File: src/rtl/response_tree_pipe_l2.sv
// N-to-1 read-response fan-in tree with per-level optional pipeline registers and collision flagging.
// Optional collision counter is built when RESP_TREE_COLL_CNT_EN is defined.
module response_tree_pipe_l2 #(
  parameter int unsigned N_SLAVE    = 4,
  parameter int unsigned DATA_WIDTH = 64,
  parameter int unsigned TAG_WIDTH  = 8,
  parameter int unsigned REG_MASK   = 0,
  parameter int unsigned CNT_WIDTH  = 16
) (
  input  logic                            clk,
  input  logic                            rst,
  input  logic [N_SLAVE-1:0]              data_r_valid_i,
  input  logic [N_SLAVE*DATA_WIDTH-1:0]   data_r_rdata_i,
  input  logic [N_SLAVE*TAG_WIDTH-1:0]    data_r_rtag_i,
  output logic                            data_r_valid_o,
  output logic [DATA_WIDTH-1:0]           data_r_rdata_o,
  output logic [TAG_WIDTH-1:0]            data_r_rtag_o,
  input  logic                            coll_clear_i,
  output logic                            coll_o,
  output logic [CNT_WIDTH-1:0]            coll_cnt_o
);

  function automatic int unsigned popcnt(input int unsigned m, input int unsigned n);
    int unsigned c;
    c = 0;
    for (int unsigned i = 0; i < n; i++) c += (m >> i) & 1;
    return c;
  endfunction

  localparam int unsigned LOG_SLAVE = (N_SLAVE <= 2) ? 1 : $clog2(N_SLAVE);
  localparam int unsigned NP        = 1 << LOG_SLAVE;
  localparam int unsigned DW        = DATA_WIDTH;
  localparam int unsigned TW        = TAG_WIDTH;
  localparam int unsigned LAT       = popcnt(REG_MASK, LOG_SLAVE);

  // Inputs zero-extended to a full power-of-two leaf row
  logic [NP-1:0]    pad_v;
  logic [NP*DW-1:0] pad_d;
  logic [NP*TW-1:0] pad_t;

  assign pad_v = NP'(data_r_valid_i);
  assign pad_d = (NP*DW)'(data_r_rdata_i);
  assign pad_t = (NP*TW)'(data_r_rtag_i);

  for (genvar l = 0; l < LOG_SLAVE; l++) begin : g_lvl
    localparam int unsigned NN = NP >> (l + 1);

    logic [2*NN-1:0]    iv;
    logic [2*NN*DW-1:0] id;
    logic [2*NN*TW-1:0] it;
    logic [NN-1:0]      cv;
    logic [NN*DW-1:0]   cd;
    logic [NN*TW-1:0]   ct;
    logic [NN-1:0]      ov;
    logic [NN*DW-1:0]   od;
    logic [NN*TW-1:0]   ot;

    if (l == 0) begin : g_src
      assign iv = pad_v;
      assign id = pad_d;
      assign it = pad_t;
    end else begin : g_src
      assign iv = g_lvl[l-1].ov;
      assign id = g_lvl[l-1].od;
      assign it = g_lvl[l-1].ot;
    end

    // Lower input wins; idle node outputs are all-zero
    for (genvar n = 0; n < NN; n++) begin : g_node
      assign cv[n] = iv[2*n] | iv[2*n+1];
      assign cd[n*DW +: DW] = iv[2*n]   ? id[2*n*DW +: DW] :
                              iv[2*n+1] ? id[(2*n+1)*DW +: DW] : '0;
      assign ct[n*TW +: TW] = iv[2*n]   ? it[2*n*TW +: TW] :
                              iv[2*n+1] ? it[(2*n+1)*TW +: TW] : '0;
    end

    if (((REG_MASK >> l) & 1) != 0) begin : g_reg
      always_ff @(posedge clk) begin
        if (rst) begin
          ov <= '0;
          od <= '0;
          ot <= '0;
        end else begin
          ov <= cv;
          od <= cd;
          ot <= ct;
        end
      end
    end else begin : g_comb
      assign ov = cv;
      assign od = cd;
      assign ot = ct;
    end
  end

  assign data_r_valid_o = g_lvl[LOG_SLAVE-1].ov[0];
  assign data_r_rdata_o = g_lvl[LOG_SLAVE-1].od[DW-1:0];
  assign data_r_rtag_o  = g_lvl[LOG_SLAVE-1].ot[TW-1:0];

  // More than one valid bit set at the inputs
  logic [N_SLAVE-1:0] valid_m1;
  logic               coll_now;
  logic               coll_dly;

  assign valid_m1 = data_r_valid_i - N_SLAVE'(1);
  assign coll_now = |(data_r_valid_i & valid_m1);

  if (LAT == 0) begin : g_cdly
    assign coll_dly = coll_now;
  end else begin : g_cdly
    logic [LAT-1:0] sr;
    always_ff @(posedge clk) begin
      if (rst) sr <= '0;
      else     sr <= (sr << 1) | LAT'(coll_now);
    end
    assign coll_dly = sr[LAT-1];
  end

  // Sticky flag; the delayed event is OR-ed in so the flag rises with its beat
  logic coll_q;

  always_ff @(posedge clk) begin
    if (rst)               coll_q <= 1'b0;
    else if (coll_dly)     coll_q <= 1'b1;
    else if (coll_clear_i) coll_q <= 1'b0;
  end

  assign coll_o = coll_q | coll_dly;

`ifdef RESP_TREE_COLL_CNT_EN
  logic [CNT_WIDTH-1:0] cnt_q;

  always_ff @(posedge clk) begin
    if (rst)                          cnt_q <= '0;
    else if (coll_clear_i)            cnt_q <= CNT_WIDTH'(coll_dly);
    else if (coll_dly && cnt_q != '1) cnt_q <= cnt_q + CNT_WIDTH'(1);
  end

  assign coll_cnt_o = cnt_q;
`else
  assign coll_cnt_o = '0;
`endif

endmodule

File: config.mk
export PLATFORM = sky130hd
export DESIGN_NAME = response_tree_pipe_l2
export DESIGN_NICKNAME = d
export VERILOG_FILES = /design/src/rtl/response_tree_pipe_l2.sv
export SDC_FILE = /design/constraint.sdc
export NUM_CORES = 1
export LEC_CHECK = 0
export BUFFER_PORTS_ARGS = -buffer_cell sky130_fd_sc_hd__buf_2
export CAP_MARGIN = 40
export CORE_AREA = 2 2 149 151
export DETAILED_ROUTE_END_ITERATION = 7
export DIE_AREA = 0 0 151 153
export PLACE_DENSITY = 0.42
export SYNTH_ARGS = -nofsm -noshare
export SYNTH_HDL_FRONTEND = slang
export SYNTH_SLANG_ARGS = --single-unit
export TNS_END_PERCENT = 20
File: constraint.sdc
create_clock -name clk -period 1.1 [get_ports clk]
set_clock_uncertainty 0.1 [all_clocks]
set_input_delay 0.22 -clock clk [delete_from_list [all_inputs] [get_ports clk]]
set_output_delay 0.22 -clock clk [all_outputs]
set_load 0.05 [all_outputs]
==> Yosys cells after proc, flatten, opt, wreduce, memory -nomap -nowiden <==
Cells that the tools add are included.
{ "word_totals": {"reg_bits": 1, "latch_bits": 0, "ramBits": 0, "mem_bits_ro": 0, "in_bits": 295, "out_inout_bits": 90, "elab_cells": 23, "mem_count": 0} }
{ "op_classes": {"addsub": 1, "mul": 0, "div_mod_pow": 0, "magnitude_cmp": 0, "n_eq_ne": 0, "shifts": 0, "n_mux": 14, "bitwise_logic": 5, "reduce_logical": 2} }
{ "ops": {"columns": ["operator", "count"], "rows": [
  ["2-to-1 mux 64 bit", 6],
  ["2-to-1 mux 8 bit", 6],
  ["AND 4 bit", 1],
  ["OR 1 bit", 4],
  ["OR reduction 4 bit", 1],
  ["subtractor 4 x 1 -> 4 bit, second input constant", 1],
  ["2-to-1 mux 1 bit", 2],
  ["nonzero test 2 bit", 1]
]} }

==> Logic depth before layout (Yosys ltp) <==
Gate-level depths: netlist of the first run.
{ "logic_depth": {"depth_word": 4, "depth_mapped": 5, "mapped_depth_nobuf": 3} }

==> Worst setup path after synthesis of the first run <==
Ideal clock, no wire load.
{ "synth_timing": {"kind": "input-to-output", "from": "in data_r_valid_i[2]", "to": "out data_r_rdata_o[19]", "arrival_time_ns": 1.830, "slack_ns": -1.050, "stages": 5, "path_buffers": 3, "path_cell_list": "buf_4 buf_6 buf_6 mux2i_1 o21ai_0"} }
{ "synth_via": {"elab_chain_cells": 3, "word_cells_on_any_way": 4, "cone_classes": "mux: 3; bitwise: 1"} }
{ "synth_lines": {"columns": ["item", "line", "text"], "rows": [
  ["start: declaration", "12", "input logic [N_SLAVE-1:0] data_r_valid_i,"],
  ["2-to-1 mux 64 bit / OR 1 bit (equally long branches)", "71, 70", null],
  ["2-to-1 mux 64 bit (*)", "72", "iv[2*n+1] ? id[(2*n+1)*DW +: DW] : '0;"],
  ["2-to-1 mux 64 bit (*)", "71", "assign cd[n*DW +: DW] = iv[2*n] ? id[2*n*DW +: DW] :"],
  ["end: declaration", "16", "output logic [DATA_WIDTH-1:0] data_r_rdata_o,"]
]} }
Mark *: on every way between the ends. The rest lies on a longest branch, timed or not.

==> Final worst setup path of the first run <==
{ "layout_timing": {"from": "in data_r_valid_i[0]", "to": "out data_r_rdata_o[47]"} }
{ "layout_via": {"elab_chain_cells": 2, "word_cells_on_any_way": 3, "cone_classes": "mux: 2; bitwise: 1"} }
{ "layout_lines": {"columns": ["item", "line"], "rows": [
  ["2-to-1 mux 64 bit / OR 1 bit (equally long branches)", "71, 70"],
  ["2-to-1 mux 64 bit (*)", "71"]
]} }
Marks and branches as above.

==> results of run 1 <==
[worst register-to-register path, stage by stage, from the launching register on]
cell     delay (ps)
dfxtp_1         280
nor2b_1         120
o21ba_2         180
[report_power, final]
part	switching [uW]	internal, uW	total [uW]
clock	0	0.000122	0.000122
combinational	2190	1650	3840
sequential	1.14	40.1	41.3
total	2190	1690	3880
[per-layer routing]
metal	vias to the layer above	GRT usage, %	part of all wire [%]
met2	236	21.9	53
li1	1853	-	-
met3	14	1.82	8.9
met4	0	1.51	1.7
met5	-	0	0
met1	1714	11.7	36
[repair_timing]
| item | CTS | global route |
|---|---|---|
| gates resized for setup | 174 | 54 |
| pin swaps | 1 | 0 |
| endpoints found under the hold margin | 0 | 0 |
| cloned | 1 | 6 |
| buffers inserted | 2 | 0 |
| setup endpoints to repair | 75 | 75 |
[cell type report]
cell class,count,area [um^2]
flip-flops and latches,1,20.0
fillers,2258,15200
well taps,280,350
multi-input cells,245,2790
repair buffers,422,3080
inverters,1,3.75
diodes,1,2.50
[logic make-up (layout without fill, tap and decap cells)]
group / after synthesis / in the layout / share of synthesized area [%]
multiplexers: 71 / 71 / 34.1
buffers and inverters: 49 / 423 / 17.6
flip-flops: 1 / 1 / 0.959
other: 1 / 17 / 0.180
AND/OR/NAND/NOR: 8 / 8 / 1.80
AO/OA/AOI/OAI: 150 / 150 / 45.4
[path summary, 6_finish.rpt]
path | startpoint | endpoint | slack [ps] | depth (start not counted)
setup reg to reg | coll_q | coll_q | 300 | 2
setup / recovery | data_r_valid_i[0] | data_r_rdata_o[47] | -550 | 8
hold / removal | rst | coll_q | 390 | 2
hold reg to reg | coll_q | coll_q | 480 | 2
[Yosys cell counts (all sizes together)]
cell     n  area share [%]
nor2     2            0.36
or2      1            0.30
a21oi    3            0.72
a211oi   1            0.60
clkbuf   7             1.7
inv      1            0.18
o21ba    1            0.48
buf     41              16
nand2    3            0.54
mux2i   71              34
dfxtp    1            0.96
a22o     1            0.42
nor2b    2            0.60
conb     1            0.18
a22oi   71              26
o21ai   73              18
[per-stage QoR]
stage	power, uW	utilization [%]	instances	instance area (um^2)	hold WS [ps]
after detailed placement	3250	24.6	940	5280	389
after global placement	3260	24.6	940	5280	385
final	3880	29.1	950	6250	386
after floorplan	2280	-	295	3050	299
after global routing	4080	29.1	950	6250	399
after CTS	3700	27.4	943	5880	390
[layout by cell type, fill, tap and decap left out, types with 2 or more instances in the layout]
| cell | Yosys | layout |
|---|---|---|
| buf_2 | 10 | 290 |
| o21ai_4 | 0 | 71 |
| mux2i_1 | 71 | 65 |
| buf_6 | 12 | 61 |
| a22oi_1 | 71 | 41 |
| buf_4 | 19 | 31 |
| a22oi_2 | 0 | 30 |
| buf_8 | 0 | 23 |
| conb_1 | 1 | 16 |
| buf_12 | 0 | 12 |
| mux2i_2 | 0 | 5 |
| clkbuf_16 | 0 | 4 |
| nor2_4 | 0 | 2 |
| nand2_1 | 3 | 2 |
| a21oi_2 | 0 | 2 |
==> metrics.csv, run 1 <==
metric,value,unit
wl_per_cell,15.9,um
routed_wl,15.1,mm
vias_per_cell,4.02,
crit_arrival,1330,ps
ir_drop,0.259,mV
dp_hpwl,11.6,mm
cts.hold.buffers_added,0,
top_register,coll_q,
start_util,9.71,%
outcome,"finished, violations left",
final_hold_viol_count,0,
grt_pass1_wl,20.0,mm
setup_slack,-553,ps
first_global_vias,3957,
crit_chain,buf_8 > buf_12 > nor2b_4 > buf_8 > clkbuf_16 > a22oi_2 > o21ai_4 > buf_6,
die_h,153,um
violations,negative setup slack,
avgSynthCellArea,7.45,um^2
cts.clk_slew.worst_paths,0,ps
grt_max_degree,39,
grt_overflow_total,0,
setup_viol,75,
netlist_area,2090,um^2
place.gp.congestion,0.789,
critPathMaxStageDelay,190,ps
antenna_found_initial,1,
crit_required,780,ps
drt_iter0_drc,79,
ioPinCount,385,
rows,54,
crit_family,buffers and inverters,
p_per_area,621,nW/um^2
pre_cts_ws,-713,ps
areaGrowthSynthToFinish,199,%
synth.distinct_cells,20,
critical_path_class,in -> out,
cp-start-kind,input port,
cpMostUsedCell,buf_8,
drc,0,
hp-class,in -> reg,
top_regs,coll_q x1,
final.setup.tns,-38310,ps
largest_reg_flops,1,
yosys_register_bits,1,
port_buffers,368,
core_area,21500,um^2
cp_num_buf_inv,5,
power_leakage,0.00295,uW
fin_crit_sh,150,%
ant_nets,0,
layout-drive-gt1-share,80.6,%
clk_latency,0,ps
vias,3817,
yosysWarnings,0,
end_kind,output pin,
ys_seq_area_share,0.959,%
grt_usage,10.8,%
die_x,151,um
slew_violations,0,
finalCriticalPeriod,1650,ps
rsz0062_at_grt,yes,
firstDrtPassIters,4,
cpMaxStageDelayCell,nor2b_4,
cap_violations,0,
dieArea,23100,um^2
fmax,605,MHz
cp_max_fo,5,
nets,966,
synthCells,280,
Power figures use the tool's default switching activity.
==> run 2: changes to the inputs <==
--- a/config.mk
+++ b/config.mk
@@ -10,7 +10,6 @@
 export CORE_AREA = 2 2 149 151
 export DETAILED_ROUTE_END_ITERATION = 7
 export DIE_AREA = 0 0 151 153
-export PLACE_DENSITY = 0.42
 export SYNTH_ARGS = -nofsm -noshare
 export SYNTH_HDL_FRONTEND = slang
 export SYNTH_SLANG_ARGS = --single-unit
==> run 2 against run 1 <==
  * The run still ends with negative setup slack left
  * First-iteration DRC count increased by 39%
  * Maximum frequency increased by 2.0%
  * Flip-flop and latch count unchanged
  * Via count increased by 3.5%
  * Cell count increased by 1.5%
  * Highest routed layer is now met5
==> metrics.csv, run 2 (synthesis results as in run 1) <==
metric,value,unit,change
critical_path_class,in -> out,,unchanged
power_leakage,0.00305,uW,was 0.00295 uW
top_regs,coll_q x1,,unchanged
final_cell_mix,"291 x buf_2, 72 x buf_6, 71 x o21ai_4",,"was 290 x buf_2, 71 x o21ai_4, 65 x mux2i_1"
dp_hpwl,12.0,mm,was 11.6 mm
p_per_area,616,nW/um^2,was 621 nW/um^2
grt_max_degree,41,,was 39
vias_per_cell,4.10,,was 4.02
end_kind,output pin,,unchanged
antenna_found_initial,1,,unchanged
cts.clk_slew.worst_paths,0,ps,about the same
dpl_cell_area,5430,um^2,was 5280 um^2
start_util,9.71,%,unchanged
crit_chain,buf_8 > nor2b_4 > buf_6 > clkbuf_16 > a22oi_2 > o21ai_4 > buf_8,,was buf_8 > buf_12 > nor2b_4 > buf_8 > clkbuf_16 > a22oi_2 > o21ai_4 > buf_6
setup_viol,75,,unchanged
dp.cells,948,,was 940
crit_required,780,ps,about the same
drt_iter0_drc,110,,was 79
violations,negative setup slack,,unchanged
setup_slack,-521,ps,was -553 ps
routed_wl,17.4,mm,was 15.1 mm
largest_reg_flops,1,,unchanged
diodes,0,,was 1
cts.hold.buffers_added,0,,unchanged
drc,0,,unchanged
place.gp.congestion,0.838,,was 0.789
first_global_vias,4094,,was 3957
finalCriticalPeriod,1620,ps,was 1650 ps
cp_max_fo,5,,unchanged
grt_usage,12.4,%,was 10.8%
fin_crit_sh,147,%,was 150%
layout-drive-gt1-share,89.5,%,was 80.6%
ioPinCount,385,,unchanged
firstDrtPassIters,4,,unchanged
vias,3949,,was 3817
port_buffers,368,,unchanged
final_cell_count_no_fill,964,,was 950
cp-start-kind,input port,,unchanged
grt_overflow_total,0,,unchanged
die_h,153,um,unchanged
seqCellArea,20.0,um^2,unchanged
hp-class,in -> reg,,unchanged
outcome,"finished, violations left",,unchanged
pre_cts_ws,-706,ps,was -713 ps
grt_pass1_wl,22.5,mm,was 20.0 mm
cpMaxStageDelayCell,a22oi_2,,was nor2b_4
final_common_cell,buf_2,,unchanged
nets,981,,was 966
rsz0062_at_grt,yes,,unchanged
final_util,31.9,%,was 29.1%
cap_violations,0,,unchanged
ir_drop,0.229,mV,was 0.259 mV
areaGrowthSynthToFinish,229,%,was 199%
die_x,151,um,unchanged
rows,54,,unchanged
fmax,617,MHz,was 605 MHz
critPathMaxStageDelay,270,ps,was 190 ps
wl_per_cell,18.1,um,was 15.9 um
final_area,6860,um^2,was 6250 um^2
top_register,coll_q,,unchanged
fillers,2188,,was 2258
clk_latency,0,ps,about the same
ant_nets,0,,unchanged
dieArea,23100,um^2,unchanged
final_hold_viol_count,0,,unchanged
multi_input_area,3180,um^2,was 2790 um^2
crit_arrival,1300,ps,was 1330 ps
core_area,21500,um^2,unchanged
cpMostUsedCell,buf_8,,unchanged
slew_violations,0,,unchanged
run 2: path summary, 6_finish.rpt:
path,end,start,cells after the start,slack [ps]
max,data_r_rdata_o[11],data_r_valid_i[1],7,-520
min,coll_q,rst,2,380
max reg2reg,coll_q,coll_q,2,300
min reg2reg,coll_q,coll_q,2,500
run 2: metal layers:
layer | wire, um | part of all wire (%) | GRT usage (%) | vias to the layer above
li1 | - | - | - | 1890
met1 | 6500 | 37 | 14.2 | 1851
met2 | 9690 | 56 | 24.8 | 194
met3 | 1040 | 5.9 | 1.13 | 12
met4 | 178 | 1.0 | 1.60 | 2
met5 | 11 | 0.063 | 0 | -
run 2: critical path: cells and delay by family:
kind | cells | cell delay (ps)
buffers and inverters | 4 | 570
AND/OR/NAND/NOR | 1 | 140
AO/OA/AOI/OAI | 2 | 370
run 2: stage by stage:
| step | hold slack (ps) | total power (uW) | TNS, ps |
|---|---|---|---|
| floorplan | 299 | 2280 | -22260 |
| detailed placement | 380 | 3320 | -43300 |
| global placement | 381 | 3310 | -42260 |
| CTS | 380 | 4060 | -32520 |
| finish | 380 | 4220 | -32670 |
| global route | 407 | 4410 | -35480 |
run 2: timing repair:
| action | CTS | global route |
|---|---|---|
| buffers inserted | 5 | 4 |
| setup endpoints to repair | 75 | 75 |
| pin swaps | 29 | 10 |
| cloned | 4 | 5 |
| gates resized for setup | 254 | 37 |
run 2: cell type report:
class                   instances  area share, %
well taps                     280           5.11
inverters                       1         0.0547
flip-flops and latches          1          0.292
multi-input cells             245           46.4
repair buffers                437           48.1
run 2: where the power goes:
group          internal, uW  total [uW]  switching (uW)
sequential             40.1        41.2            1.07
combinational          1830        4180            2360
clock                     0           0               0
==> run 3: changes to the inputs <==
--- a/config.mk
+++ b/config.mk
@@ -10,6 +10,8 @@
 export CORE_AREA = 2 2 149 151
 export DETAILED_ROUTE_END_ITERATION = 7
 export DIE_AREA = 0 0 151 153
+export HOLD_SLACK_MARGIN = 0.06
+export SKIP_LAST_GASP = 1
 export SYNTH_ARGS = -nofsm -noshare
 export SYNTH_HDL_FRONTEND = slang
 export SYNTH_SLANG_ARGS = --single-unit
==> run 3 against run 2 <==
  * Maximum frequency is 0.82% lower
  * Via count increased by 0.41%
  * Highest routed layer unchanged
  * The run still ends with negative setup slack left
  * Power shrank 4.6%
  * Global-route usage is 0.24 points lower
  * Setup slack lost 13 ps
  * Wire length about the same
==> metrics.csv, run 3 (synthesis results as in run 1) <==
metric,value,unit,change
power_frac_comb,99.0,%,about the same
holdPathEnd,coll_q,,unchanged
violations,negative setup slack,,unchanged
grt_pass1_wl,21.9,mm,was 22.5 mm
min_path_cells,2,,unchanged
outcome,"finished, violations left",,unchanged
p_seq_share,1.0,%,about the same
end_kind,output pin,,unchanged
nets,982,,was 981
fin_crit_sh,149,%,was 147%
ir_drop,0.234,mV,was 0.229 mV
diodes,0,,unchanged
critPathMaxStageDelay,270,ps,about the same
timing.rr.end,coll_q,,unchanged
pre_cts_ws,-706,ps,unchanged
die_x,151,um,unchanged
cts.clk_slew.worst_paths,0,ps,about the same
cap_violations,0,,unchanged
core_area,21500,um^2,unchanged
ant_nets,0,,unchanged
start_util,9.71,%,unchanged
first_global_vias,4047,,was 4094
ioPinCount,385,,unchanged
cpMaxStageDelayCell,a22oi_2,,unchanged
place.gp.congestion,0.838,,unchanged
cp_num_buf_inv,4,,unchanged
die_h,153,um,unchanged
final_cell_mix,"299 x buf_2, 71 x o21ai_4, 68 x buf_4",,"was 291 x buf_2, 72 x buf_6, 71 x o21ai_4"
min_from,rst,,unchanged
areaGrowthSynthToFinish,215,%,was 229%
port_buffers,368,,unchanged
crit_arrival,1310,ps,was 1300 ps
setup_viol,75,,unchanged
final_hold_viol_count,0,,unchanged
cp_max_fo,6,,was 5
finalCriticalPeriod,1630,ps,was 1620 ps
vias_per_cell,4.11,,was 4.10
dp.cells,948,,unchanged
swShare,57.0,%,was 55.8%
p_int,1730,uW,was 1870 uW
final_cell_count_no_fill,965,,was 964
crit_family,buffers and inverters,,unchanged
fillers,2211,,was 2188
vias,3965,,was 3949
cpMostUsedCell,buf_8,,unchanged
firstDrtPassIters,6,,was 4
power_leakage,0.00303,uW,was 0.00305 uW
r2r_cells,2,,unchanged
crit_required,780,ps,about the same
grt_overflow_total,0,,unchanged
drt_iter0_drc,156,,was 110
p_total,4030,uW,was 4220 uW
grt_usage,12.1,%,was 12.4%
fmax,612,MHz,was 617 MHz
slew_violations,0,,unchanged
wl_per_cell,18.1,um,about the same
final_common_cell,buf_2,,unchanged
r2r_start,coll_q,,unchanged
layout-drive-gt1-share,85.5,%,was 89.5%
grt_max_degree,41,,unchanged
hp-class,in -> reg,,unchanged
rows,54,,unchanged
top_register,coll_q,,unchanged
setup_slack,-534,ps,was -521 ps
routed_wl,17.4,mm,about the same
cp-start-kind,input port,,unchanged
antenna_found_initial,1,,unchanged
crit_chain,buf_8 > nor2b_4 > buf_12 > clkbuf_16 > a22oi_2 > o21ai_4 > buf_8,,was buf_8 > nor2b_4 > buf_6 > clkbuf_16 > a22oi_2 > o21ai_4 > buf_8
rsz0062_at_grt,yes,,unchanged
clk_latency,0,ps,about the same
drc,0,,unchanged
final.setup.tns,-35160,ps,was -32670 ps
reg2reg_slack,290,ps,was 300 ps
final_util,30.6,%,was 31.9%
top_regs,coll_q x1,,unchanged
switching_power,2300,uW,was 2360 uW
critical_path_class,in -> out,,unchanged
p_clk_share,0,%,about the same
largest_reg_flops,1,,unchanged
p_per_area,613,nW/um^2,was 616 nW/um^2
dp_hpwl,12.0,mm,unchanged
dieArea,23100,um^2,unchanged
run 3: cell types whose count changed in the layout (fill, tap and decap cells not counted), sizes merged:
cell and delta:
clkbuf +1
run 3: worst max path at each step:
stage / from / to / depth (start not counted)
finish: data_r_valid_i[1] / data_r_rdata_o[11] / 7
global route: data_r_valid_i[0] / data_r_rdata_o[45] / 8
CTS: data_r_valid_i[2] / data_r_rdata_o[41] / 7
detailed placement: data_r_valid_i[0] / data_r_rdata_o[13] / 6
global placement: data_r_valid_i[0] / data_r_rdata_o[9] / 6
floorplan: data_r_valid_i[2] / data_r_rdata_o[21] / 5
run 3: what timing repair did:
item | in CTS | in global routing
gates cloned | 4 | 8
resized for setup | 175 | 35
buffers inserted | 5 | 2
setup endpoints to repair | 75 | 75
pin swaps | 2 | 9
hold buffers | 0 | 0
run 3: final cells by class:
cell class	instances	area [um^2]	area share [%]
Multi-Input combinational cell	245	3040	46.2
Tap cell	280	350	5.33
Inverter	1	3.75	0.0571
Timing Repair Buffer	438	3160	48.1
Sequential cell	1	20.0	0.304
run 3: metrics by stage:
step                      hold slack, ps  cell area (um^2)
after floorplan                      299              3050
after global placement               381              5430
after detailed placement             380              5430
after CTS                            380              6290
after global routing                 407              6580
final                                380              6580
run 3: worst reg2reg max path: stages, from the launching register on:
cell and delay, ps:
dfxtp_1 280, nor2b_1 120, o21ba_2 180
run 3: power groups by stage:
stage | Sequential (uW) | Combinational (uW) | Clock, uW
2_1_floorplan | 40.8 | 2240 | 0
3_3_place_gp | 41.6 | 3270 | 0
3_5_place_dp | 41.5 | 3280 | 0
4_1_cts | 41.5 | 3820 | 0
5_1_grt | 41.6 | 4170 | 0
6_report | 41.2 | 3990 | 0
run 3: metal layers:
layer / track usage [%] / part of all wire, % / vias up
met3: 1.28 / 6.4 / 10
met1: 13.9 / 38 / 1854
met4: 1.82 / 0.79 / 2
li1: - / - / 1892
met5: 0 / 0.063 / -
met2: 24.2 / 55 / 207
